--- config.mk ---
export PLATFORM = sky130hd
export DESIGN_NAME = hazard_ctl
export DESIGN_NICKNAME = d
export VERILOG_FILES = /design/src/rtl/hazard_ctl.sv
export SDC_FILE = /design/constraint.sdc
export NUM_CORES = 1
export LEC_CHECK = 0
export ABC_CLOCK_PERIOD_IN_PS = 3320
export BUFFER_PORTS_ARGS = -buffer_cell sky130_fd_sc_hd__clkbuf_2
export CAP_MARGIN = 20
export CORE_MARGIN = 2
export CORE_UTILIZATION = 36
export CTS_BUF_LIST = sky130_fd_sc_hd__clkbuf_4
export DETAILED_ROUTE_END_ITERATION = 8
export GPL_ROUTABILITY_DRIVEN = 0
export PLACE_DENSITY_LB_ADDON = 0.25
export SLEW_MARGIN = 20
export SYNTH_ARGS = -nofsm -noshare
export SYNTH_HDL_FRONTEND = slang
export SYNTH_SLANG_ARGS = --single-unit
--- constraint.sdc ---
create_clock -name clk -period 3.32 [get_ports clk]
set_input_delay 0.664 -clock clk [delete_from_list [all_inputs] [get_ports clk]]
set_output_delay 0.664 -clock clk [all_outputs]
set_load 0.01 [all_outputs]
--- src/rtl/hazard_ctl.sv ---
// hazard_ctl: pipeline hazard controller for the 5-stage MIPS core.
// Drives PC hold and IF/ID, ID/EX hold/clear from load-use, RAW and
// mult/div hazards; a taken branch flushes and overrides any stall.
// Tracks the multi-cycle mult/div unit with a small FSM plus down-counter.
// Optional feature: define HAZARD_FWD_EN to get EX-stage forwarding selects
// and drop the non-load RAW stalls.
module hazard_ctl #(
    parameter int RW        = 5,
    parameter int MD_CYCLES = 4
) (
    input  logic          clk,
    input  logic          rst_n,
    input  logic [RW-1:0] id_rs,
    input  logic [RW-1:0] id_rt,
    input  logic          id_uses_rs,
    input  logic          id_uses_rt,
    input  logic          id_md_start,
    input  logic          id_md_read,
    input  logic [RW-1:0] ex_rs,
    input  logic [RW-1:0] ex_rt,
    input  logic [RW-1:0] ex_rd,
    input  logic          ex_regwrite,
    input  logic          ex_memread,
    input  logic          ex_branch_taken,
    input  logic [RW-1:0] mem_rd,
    input  logic [RW-1:0] wb_rd,
    input  logic          mem_regwrite,
    input  logic          wb_regwrite,
    output logic          hold_pc,
    output logic          hold_ifid,
    output logic          clear_ifid,
    output logic          clear_idex,
    output logic [1:0]    fwd_a,
    output logic [1:0]    fwd_b,
    output logic          md_busy
);

    localparam int CW = $clog2(MD_CYCLES + 1);

    typedef enum logic {IDLE = 1'b0, BUSY = 1'b1} md_state_t;

    md_state_t     state, state_nxt;
    logic [CW-1:0] cnt, cnt_nxt;

    logic rs_live, rt_live;
    logic ex_hit, mem_hit;
    logic load_use, raw_stall, md_stall, stall;

    // Register 0 is hardwired zero, so a source of $0 never creates a dependency.
    assign rs_live = id_uses_rs && (id_rs != '0);
    assign rt_live = id_uses_rt && (id_rt != '0);

    assign ex_hit  = (rs_live && (id_rs == ex_rd))  || (rt_live && (id_rt == ex_rd));
    assign mem_hit = (rs_live && (id_rs == mem_rd)) || (rt_live && (id_rt == mem_rd));

    assign load_use = ex_memread && ex_regwrite && ex_hit;
    assign md_stall = md_busy && (id_md_start || id_md_read);

`ifdef HAZARD_FWD_EN
    assign raw_stall = 1'b0;

    // EX operand A select; the younger MEM result wins over WB.
    always_comb begin
        fwd_a = 2'b00;
        if (mem_regwrite && (mem_rd != '0) && (ex_rs == mem_rd))
            fwd_a = 2'b10;
        else if (wb_regwrite && (wb_rd != '0) && (ex_rs == wb_rd))
            fwd_a = 2'b01;
    end

    // EX operand B select; same priority as operand A.
    always_comb begin
        fwd_b = 2'b00;
        if (mem_regwrite && (mem_rd != '0) && (ex_rt == mem_rd))
            fwd_b = 2'b10;
        else if (wb_regwrite && (wb_rd != '0) && (ex_rt == wb_rd))
            fwd_b = 2'b01;
    end
`else
    // Without forwarding, wait until the producer reaches WB; the regfile
    // writes in the first half-cycle so a WB match needs no stall.
    assign raw_stall = (ex_regwrite && ex_hit) || (mem_regwrite && mem_hit);
    assign fwd_a     = 2'b00;
    assign fwd_b     = 2'b00;
`endif

    assign stall = load_use || raw_stall || md_stall;

    // Mult/div FSM state and latency counter.
    always_ff @(posedge clk or negedge rst_n) begin
        if (!rst_n) begin
            state <= IDLE;
            cnt   <= '0;
        end else begin
            state <= state_nxt;
            cnt   <= cnt_nxt;
        end
    end

    // Next state: accept a mult/div only when it actually leaves ID; a flush
    // after acceptance does not abort it.
    always_comb begin
        state_nxt = state;
        cnt_nxt   = cnt;
        case (state)
            IDLE: begin
                if (id_md_start && !stall && !ex_branch_taken) begin
                    state_nxt = BUSY;
                    cnt_nxt   = CW'(MD_CYCLES - 1);
                end
            end
            BUSY: begin
                if (cnt == '0)
                    state_nxt = IDLE;
                else
                    cnt_nxt = cnt - CW'(1);
            end
            default: begin
                state_nxt = IDLE;
                cnt_nxt   = '0;
            end
        endcase
    end

    // Outputs: flush beats stall; a stall freezes PC and IF/ID and bubbles ID/EX.
    always_comb begin
        md_busy    = (state == BUSY);
        hold_pc    = 1'b0;
        hold_ifid  = 1'b0;
        clear_ifid = 1'b0;
        clear_idex = 1'b0;
        if (ex_branch_taken) begin
            clear_ifid = 1'b1;
            clear_idex = 1'b1;
        end else if (stall) begin
            hold_pc    = 1'b1;
            hold_ifid  = 1'b1;
            clear_idex = 1'b1;
        end
    end

endmodule

After elaboration in Yosys (flattened, before gate mapping). Cells that the tools add are included.

Mux-type cells: 10. Reduce and logical (&&, ||, !) cells: 25. $add $sub $neg: 1. Bitwise logic cells: 1. Eq/ne operators: 6.

Operator list (number): 5-bit == test (4); 1-bit logical AND (13); 5-bit nonzero test (2); 1-bit logical OR (6); 1-bit two-way mux (6); 3-bit two-way mux (2); 3-bit one-hot mux with 2 select lines (1); 2-bit inequality test, second input constant (2); 3-bit zero test (1); 3-bit by 1-bit subtractor with 3-bit output, second input constant (1); 1-bit zero test (2); 1-bit one-hot mux with 2 select lines (1); 2-bit AND reduction (1); 1-bit NOT (1).

Output and inout bits: 9. Bits in registers: 4. Logic and storage cells: 45. Input bits: 46.

Longest topological paths before layout. Gate-level depths: netlist (run 1).

Word-level depth: 13. Gate-level depth with buffers: 7. Mapped depth without buffers: 7.

Worst setup path after synthesis (run 1). OpenSTA, ideal clock, no wires.

Path kind: input port to output port. From: in id_rs[1]. To: out hold_pc. Buffers on the path: 1. Cell stages on the path: 5. Slack: 0.747 ns. Required time: 2.656 ns. Arrival: 1.909 ns. Cells stage by stage: or4_1 > o21a_1 > a32oi_4 > a21oi_1 > buf_4.

Cells in the longest elaborated chain, start to end: 10. Elaborated cells between the ends (all ways): 16. Those cells by class: eq/ne (2); mux (2); reduce/logical (12).

RTL lines: from (decl) (line 13) `input logic [RW-1:0] id_rs,`; 5-bit nonzero test (line 50) `assign rs_live = id_uses_rs && (id_rs != '0);`; 1-bit logical AND (line 50); 1-bit logical AND, on equally long branches (line 53, 54); 1-bit logical OR, on equally long branches (line 53, 54); 1-bit logical AND (line 82) `assign raw_stall = (ex_regwrite && ex_hit) || (mem_regwrite && mem_hit);`; 1-bit logical OR (line 82); 1-bit logical OR * (2 in series) (line 87) `assign stall = load_use || raw_stall || md_stall;`; 1-bit two-way mux * (2 in series); to (decl) (line 29) `output logic hold_pc,`.

Mark *: on every way between the ends. The rest lies on a longest branch, timed or not.

Final worst setup path (run 1).
From: in id_rs[1]. To: out hold_ifid.

Cells in the longest elaborated chain, start to end: 10. Elaborated cells between the ends (all ways): 16. Those cells by class: eq/ne (2); mux (2); reduce/logical (12).

RTL lines: 5-bit nonzero test (line 50); 1-bit logical AND (line 50); 1-bit logical AND, on equally long branches (line 53, 54); 1-bit logical OR, on equally long branches (line 53, 54); 1-bit logical AND (line 82); 1-bit logical OR (line 82); 1-bit logical OR * (2 in series) (line 87); 1-bit two-way mux * (line 135) `end else if (stall) begin`; 1-bit two-way mux * (line 132) `if (ex_branch_taken) begin`; to (decl) (line 30) `output logic hold_ifid,`.

Marks and branches as above.

==> impl_metrics.ini, run 1 <==
[power]
power.density_mw_per_mm2 = 472
combPwrFrac_pct = 57.5
p_leak_nw = 0.333
seq_power_share_pct = 25.1
p_int_w = 0.000214
clkPwrFrac_pct = 17.4
sw_frac_of_total_pct = 37.8
switchingPower_w = 0.000130
ir_drop_mv = 0.315

[finish]
n_antenna_cell = 0
layoutNonFillerInstCount = 115
syn_to_final_growth_pct = 31.4
drive_above_1_share_pct = 37.4
final_cell_mix = clkbuf_2 (33), xnor2_1 (21), nand2_1 (6)
nNetsFinal = 149
fillers = 148
final_common_cell = clkbuf_2

[drt]
vias = 564
drt_iter0_drc = 10
wire_per_inst_um = 10.7
firstDrtPassIters = 4
totalWireLength_um = 1230
viasPerCell = 4.90
drc_errors = 0
final_antenna_net_count = 0

[synth]
yosysSeqAreaShare_pct = 18.1
ys_seq_elements = 4
yosys_warnings = 0
avgSynthCellArea_um2 = 8.40
synthDistinctLibCells = 20
syn_inst = 66
mappedNetlistArea_um2 = 554

[grt]
grt_max_degree = 7
grt_overflow = 0
grt_pass1_wl_um = 2240
grt_pass1_vias = 561
grtUsageTotal_pct = 15.6
grt_antenna_before_repair = 0

[cts]
htreeDepth = 1
cts_tree = built
cts_buffers = 3
cts-root-buf = clkbuf_4
cts_buffer_depth = 2
ctsHoldBuffers = 0
cts_sinks = 4
clock_latency_ns = 0.23
clk_pin_slew_ns = 0.04
cts_resized = 0
post-cts-setup-buffer-count = 0

[floorplan]
ios = 55
start_util_pct = 37.7
coreArea_mm2 = 0.00147
die_area_mm2 = 0.00187
rows = 14
die_h_um = 43.2
die_x_um = 43.2

[min_path]
hp-class = input pin to asynchronous set/reset pin

[timing]
hold_viol = 0
fmax_mhz = 373
fin_crit_sh_pct = 80.8
maxSlewViolCount = 0
rsz0062_at_grt = no
clock_skew_ns = 0.00528
tns_ns = 0
setup_violations = 0
min_period_ns = 2.68

[placed_design]
place_inst = 112
place.port_buffers = 33
hpwl_um = 1120

[worst_setup_path]
cp_data_arrival_time_ns = 2.02
required_ns = 2.66
cp_max_fo = 6
end_kind = output port
crit_type = input pin to output port
rrSetupSlack_ns = 1.81
cp-start-kind = input pin

[flow_run]
cap_violations = 0

[run_status]
outcome = complete, no violations
[per-layer routing]
metal / global-route usage, % / part of all wire [%]
met1: 18.1 / 42
met2: 28.1 / 51
met3: 2.98 / 7.1
met4: 5.45 / 0
met5: 0 / 0
[worst paths after layout]
| check | to | cells past startpoint | from |
|---|---|---|---|
| min in group clk | cnt[2] | 2 | cnt[2] |
| max reg2reg | cnt[1] | 6 | cnt[0] |
| max in group asynchronous | cnt[1] | 1 | rst_n |
| max | hold_ifid | 6 | id_rs[1] |
| min reg2reg | cnt[2] | 2 | cnt[2] |
| min | cnt[2] | 1 | rst_n |
[power by group through the flow]
| stage | Clock [W] | Sequential, W | Combinational, W |
|---|---|---|---|
| 5_1_grt | 0.0000666 | 0.0000917 | 0.000225 |
| 2_1_floorplan | 0 | 0.0000886 | 0.000144 |
| 6_report | 0.0000597 | 0.0000864 | 0.000198 |
| 3_3_place_gp | 0 | 0.0000871 | 0.000194 |
| 4_1_cts | 0.0000625 | 0.0000865 | 0.000201 |
| 3_5_place_dp | 0 | 0.0000871 | 0.000201 |
[worst max-delay path, stage by stage]
cell and delay, ns:
clkbuf_2 0.11, or4_1 0.53, o21a_1 0.21, a32oi_4 0.23, a21oi_1 0.12, clkbuf_2 0.14
[synthesized netlist by cell type (all sizes together)]
cell type / count / area, µm²
a31o: 3 / 26.3
buf: 6 / 45.0
a32oi: 1 / 27.5
nor2b: 1 / 6.26
dfrtp: 4 / 100
nand2: 6 / 22.5
a31oi: 1 / 6.26
nor3: 1 / 5.00
nand3b: 1 / 7.51
or4: 1 / 7.51
nand4: 4 / 25.0
o21a: 1 / 7.51
xnor2: 21 / 184
nor2: 3 / 11.3
conb: 1 / 3.75
a21oi: 2 / 10.0
o21ai: 2 / 10.0
inv: 3 / 11.3
o22ai: 2 / 12.5
ha: 2 / 25.0
[flip-flops by register name, summed over array words and instances, names as in the netlist]
name,flops
cnt,3
md_busy,1
[area by class of cell]
cell class	instances	area, µm²	area share (%)
tap	16	20.0	2.75
timing repair buffer	33	165	22.7
sequential	4	100	13.7
multi-input combinational	56	409	56.2
clock buffer	3	22.5	3.09
inverter	3	11.3	1.55
[stage by stage]
step	utilization [%]	setup slack, ns	power (W)	hold WS [ns]	cell area [µm²]
after floorplan	-	0.747	0.000233	0.368	566
after global placement	48.0	0.641	0.000281	0.473	706
after detailed placement	48.0	0.624	0.000288	0.475	706
after CTS	49.5	0.619	0.000350	0.224	728
after global routing	49.5	0.556	0.000383	0.223	728
final	49.5	0.637	0.000344	0.226	728
[kinds of logic (layout without fill, tap and decap cells)]
family | count (synthesis) | after routing | share of synthesized area (%)
flip-flops | 4 | 4 | 18.1
AND/OR/NAND/NOR | 17 | 17 | 15.3
AO/OA/AOI/OAI | 12 | 12 | 18.1
adder cells (fa/ha/maj) | 2 | 2 | 4.51
other | 1 | 4 | 0.677
XOR/XNOR | 21 | 21 | 33.2
buffers and inverters | 9 | 39 | 10.2
Note: power is estimated with default switching activity, not from simulation.
==> inputs of run 2 (changes only) <==
--- a/config.mk
+++ b/config.mk
@@ -5,7 +5,7 @@
 export SDC_FILE = /design/constraint.sdc
 export NUM_CORES = 1
 export LEC_CHECK = 0
-export ABC_CLOCK_PERIOD_IN_PS = 3320
+export ABC_CLOCK_PERIOD_IN_PS = 2500
 export BUFFER_PORTS_ARGS = -buffer_cell sky130_fd_sc_hd__clkbuf_2
 export CAP_MARGIN = 20
 export CORE_MARGIN = 2
==> constraint.sdc (replaced) <==
create_clock -name clk -period 2.5 [get_ports clk]
set_input_delay 0.5 -clock clk [delete_from_list [all_inputs] [get_ports clk]]
set_output_delay 0.5 -clock clk [all_outputs]
set_load 0.01 [all_outputs]
==> impl_metrics.ini, run 2 (same netlist as run 1, synthesis figures left out) <==
[timing]
setup_violations = 0
hold_viol = 0
fin_crit_sh_pct = 91.7
maxSlewViolCount = 0
rsz0062_at_grt = no
clock_skew_ns = 0.00562
finalWorstSetupSlack_ns = 0.209
min_period_ns = 2.29
fmax_mhz = 436
tns_ns = 0

[grt]
grtUsageMet1_pct = 17.4
grt_pass1_wl_um = 2270
grt_overflow = 0
gr-usage-met2_pct = 30.7
grtUsageTotal_pct = 16.6
grt_max_degree = 7
top_usage_layer = met2
grt_antenna_before_repair = 0
grt_pass1_vias = 585
met3_usage_pct = 2.55

[worst_setup_path]
cp-start-kind = input pin
end_kind = output port
required_ns = 2.00
rrSetupSlack_ns = 1.00
crit_type = input pin to output port
cp_max_fo = 3
cp_data_arrival_time_ns = 1.79

[power]
ir_drop_mv = 0.512
power.density_mw_per_mm2 = 631
p_leak_nw = 0.337

[floorplan]
coreArea_mm2 = 0.00147
rows = 14
start_util_pct = 37.7
die_x_um = 43.2
die_area_mm2 = 0.00187
ios = 55
die_h_um = 43.2

[finish]
largest_reg_flops = 3
final_common_cell = clkbuf_2
final_cell_mix = clkbuf_2 (33), xnor2_1 (21), nand2_1 (6)
fillers = 143
layoutNonFillerInstCount = 116
top_register = cnt
drive_above_1_share_pct = 38.0
syn_to_final_growth_pct = 32.7
n_antenna_cell = 0
nNetsFinal = 150

[cts]
cts_resized = 0
clock_latency_ns = 0.24
cts-root-buf = clkbuf_4
ctsHoldBuffers = 0
cts_tree = built
cts_buffer_depth = 2
clk_pin_slew_ns = 0.04
post-cts-setup-buffer-count = 0
htreeDepth = 1
cts_buffers = 3
cts_sinks = 4

[drt]
drc_errors = 0
drt_iter0_drc = 6
totalWireLength_um = 1270
viasPerCell = 4.97
firstDrtPassIters = 4
wire_per_inst_um = 10.9
final_antenna_net_count = 0
vias = 577

[placed_design]
place_inst = 113
hpwl_um = 1100
place_ws_ns = 0.212
place.port_buffers = 33

[flow_run]
cap_violations = 0

[run_status]
outcome = complete, no violations

[min_path]
hp-class = input pin to asynchronous set/reset pin
## run 2: metrics by stage
step / hold WS [ns] / util (%) / total power (W) / cell area (µm²)
2_1_floorplan: 0.204 / - / 0.000309 / 566
3_3_place_gp: 0.309 / 48.5 / 0.000374 / 713
3_5_place_dp: 0.312 / 48.5 / 0.000381 / 713
4_1_cts: 0.0520 / 50.0 / 0.000471 / 736
5_1_grt: 0.0558 / 50.0 / 0.000516 / 736
6_report: 0.0522 / 50.0 / 0.000464 / 736
## run 2: area by class of cell
class	instances	area [µm²]	share of cell area (%)
tap	16	20.0	2.72
timing repair buffer	34	173	23.5
inverter	3	11.3	1.53
multi-input combinational	56	409	55.6
clock buffer	3	22.5	3.06
sequential	4	100	13.6
## run 2: path summary, 6_finish.rpt
path	to	start	cells past startpoint
max in group asynchronous	cnt[1]	rst_n	1
worst min register to register	cnt[2]	cnt[2]	2
worst max register to register	cnt[0]	cnt[0]	6
min in group clk	cnt[2]	id_md_start	2
worst max-delay path	hold_ifid	id_rs[1]	6
worst min-delay path	md_busy	rst_n	1
## run 2: critical path: stages
cell	delay (ns)
clkbuf_2	0.11
or4_1	0.54
o21a_1	0.21
a32oi_4	0.18
a21oi_1	0.11
clkbuf_2	0.14
## run 2: metal layers
metal,routed length [µm],vias to the layer above,part of all wire (%)
met2,665,26,53
li1,-,289,-
met5,0,-,0
met1,481,260,38
met4,22,0,1.7
met3,96,2,7.6
## run 2: power breakdown
group          internal, W  switching, W
Sequential       0.0000998     0.0000150
Combinational     0.000131      0.000134
Clock            0.0000539     0.0000298
==> inputs of run 3 (changes only) <==
--- a/config.mk
+++ b/config.mk
@@ -5,6 +5,7 @@
 export SDC_FILE = /design/constraint.sdc
 export NUM_CORES = 1
 export LEC_CHECK = 0
+export ABC_AREA = 1
 export ABC_CLOCK_PERIOD_IN_PS = 2500
 export BUFFER_PORTS_ARGS = -buffer_cell sky130_fd_sc_hd__clkbuf_2
 export CAP_MARGIN = 20
==> impl_metrics.ini, run 3 <==
[synth]
synth_edf_count = 0
yosys_warnings = 0
synthMostInstantiatedCell = nand2_1
yosysTopAreaCell = nand2_1
avgSynthCellArea_um2 = 5.95
yosysSeqAreaShare_pct = 14.8
yosys-top-cells-area = nand2_1 (21%), dfrtp_1 (15%), xor2_1 (12%), inv_1 (9.4%), nor2_1 (7.2%)
yosys-top-cells-count = nand2_1 (38), inv_1 (17), nor2_1 (13)
ys_async_sr_fraction_pct = 100
synth_top_flop_cell = dfrtp_1
ys_seq_elements = 4
synthDistinctLibCells = 20
mappedNetlistArea_um2 = 678
syn_inst = 114
yosysTopAreaCellShare_pct = 21.0

[cts]
post-cts-setup-buffer-count = 0
htreeDepth = 1
clk_pin_slew_ns = 0.04
cts_resized = 0
cts_sinks = 4
cts_buffer_depth = 2
cts_buffers = 3
cts_tree = built
cts-root-buf = clkbuf_4
ctsHoldBuffers = 0
clock_latency_ns = 0.23

[run_status]
outcome = complete, no violations

[min_path]
hp-class = input pin to asynchronous set/reset pin

[flow_run]
cap_violations = 0

[floorplan]
die_x_um = 47.4
die_h_um = 47.4
coreArea_mm2 = 0.00175
rows = 15
ios = 55
start_util_pct = 38.9
die_area_mm2 = 0.00225

[worst_setup_path]
required_ns = 2.00
cp-start-kind = input pin
slowest_stage = a21oi_4
rrSetupSlack_ns = 1.10
worst-r2r-cell-count = 7
cp_max_fo = 4
crit_type = input pin to output port
cp_num_buf_inv = 4
cp_top_family = simple AND/OR/NAND/NOR gates
cp_slowest_stage_delay_ns = 0.16
cp_data_arrival_time_ns = 1.51
end_kind = output port
r2r_start = cnt[0]
r2r_end = cnt[2]
path_depth = 12
crit_chain = clkbuf_2 -> nor2_1 -> nand3_1 -> nand2_2 -> inv_2 -> nand3_2 -> nand2_2 -> a21oi_4 -> nand2_1 -> nand2_1 -> inv_1 -> clkbuf_2

[timing]
rsz0062_at_grt = no
clock_skew_ns = 0.000222
fin_crit_sh_pct = 80.4
fmax_mhz = 497
min_period_ns = 2.01
hold_viol = 0
setup_violations = 0
finalWorstSetupSlack_ns = 0.490
maxSlewViolCount = 0
tns_ns = 0

[drt]
drt_iter0_drc = 16
firstDrtPassIters = 4
vias = 760
totalWireLength_um = 1470
wire_per_inst_um = 8.55
final_antenna_net_count = 0
viasPerCell = 4.42
drc_errors = 0

[grt]
grt_pass1_wl_um = 2330
grt_max_degree = 6
grtUsageTotal_pct = 14.5
grt_overflow = 0
grt_pass1_vias = 619
grt_antenna_before_repair = 0

[power]
p_leak_nw = 0.548
ir_drop_mv = 0.452
power.density_mw_per_mm2 = 558

[finish]
syn_to_final_growth_pct = 27.3
final_cell_mix = nand2_1 (38), clkbuf_2 (33), inv_1 (17)
final_common_cell = nand2_1
nNetsFinal = 197
largest_reg_flops = 3
top_register = cnt
drive_above_1_share_pct = 32.0
n_antenna_cell = 0

[placed_design]
place_ws_ns = 0.465
hpwl_um = 1310
place.port_buffers = 33
## run 3: cell count changes after synthesis, sizes merged, moves of 2 or more
cell	delta
nor2	+10
nand3	+10
o22ai	-2
xnor2	-20
a31o	-3
nand2	+35
xor2	+9
inv	+17
## run 3: metal layers
layer / global-route usage, % / wire [µm] / part of all wire [%]
met1: 19.3 / 639 / 43
met2: 23.5 / 749 / 51
met3: 2.31 / 82 / 5.6
met4: 5.00 / 0 / 0
met5: 0 / 0 / 0
## run 3: how the worst max path moves through the flow
stage | to | startpoint | slack, ns
2_1_floorplan | hold_pc | id_rt[2] | 0.64
3_3_place_gp | hold_ifid | id_rt[0] | 0.47
3_5_place_dp | hold_pc | id_rt[0] | 0.47
4_1_cts | hold_pc | id_rt[0] | 0.46
5_1_grt | hold_ifid | id_rs[0] | 0.34
6_report | hold_pc | id_rt[0] | 0.49
## run 3: area by class of cell
| type | instances | area [µm²] |
|---|---|---|
| sequential | 4 | 100 |
| timing repair buffer | 33 | 165 |
| clock buffer | 3 | 22.5 |
| fill | 186 | 882 |
| tap | 25 | 31.3 |
| inverter | 20 | 75.1 |
| multi-input combinational | 87 | 469 |
## run 3: logic make-up after synthesis
kind of cell               Yosys count  synth area share [%]
xor gates and xnor gates            10                  12.9
adders and majority gates            2                  3.69
buffers and inverters               26                  17.7
DFF                                  4                  14.8
and+or+nand+nor                     69                  47.2
AOI/OAI and AO/OA                    2                  3.14
other                                1                 0.553
## run 3: worst reg2reg max path: stages (launching register included)
cell and delay (ns):
dfrtp_1 0.36, inv_1 0.06, ha_1 0.19, ha_1 0.17, inv_1 0.05, nand2_1 0.13, or2_2 0.31, nand2_1 0.07
## run 3: where the power goes
part	total, W	internal, W	switching, W
Combinational	0.000282	0.000117	0.000165
Sequential	0.000123	0.0000988	0.0000243
Clock	0.0000769	0.0000535	0.0000234
Total	0.000482	0.000269	0.000213
## run 3: through the flow
step	instance area [µm²]	total power, W	utilization [%]	std cells	hold slack [ns]
5_1_grt	863	0.000543	49.5	172	0.0704
2_1_floorplan	689	0.000326	-	117	0.204
6_report	863	0.000482	49.5	172	0.0676
4_1_cts	863	0.000491	49.5	172	0.0628
3_3_place_gp	841	0.000397	48.2	169	0.306
3_5_place_dp	841	0.000406	48.2	169	0.307
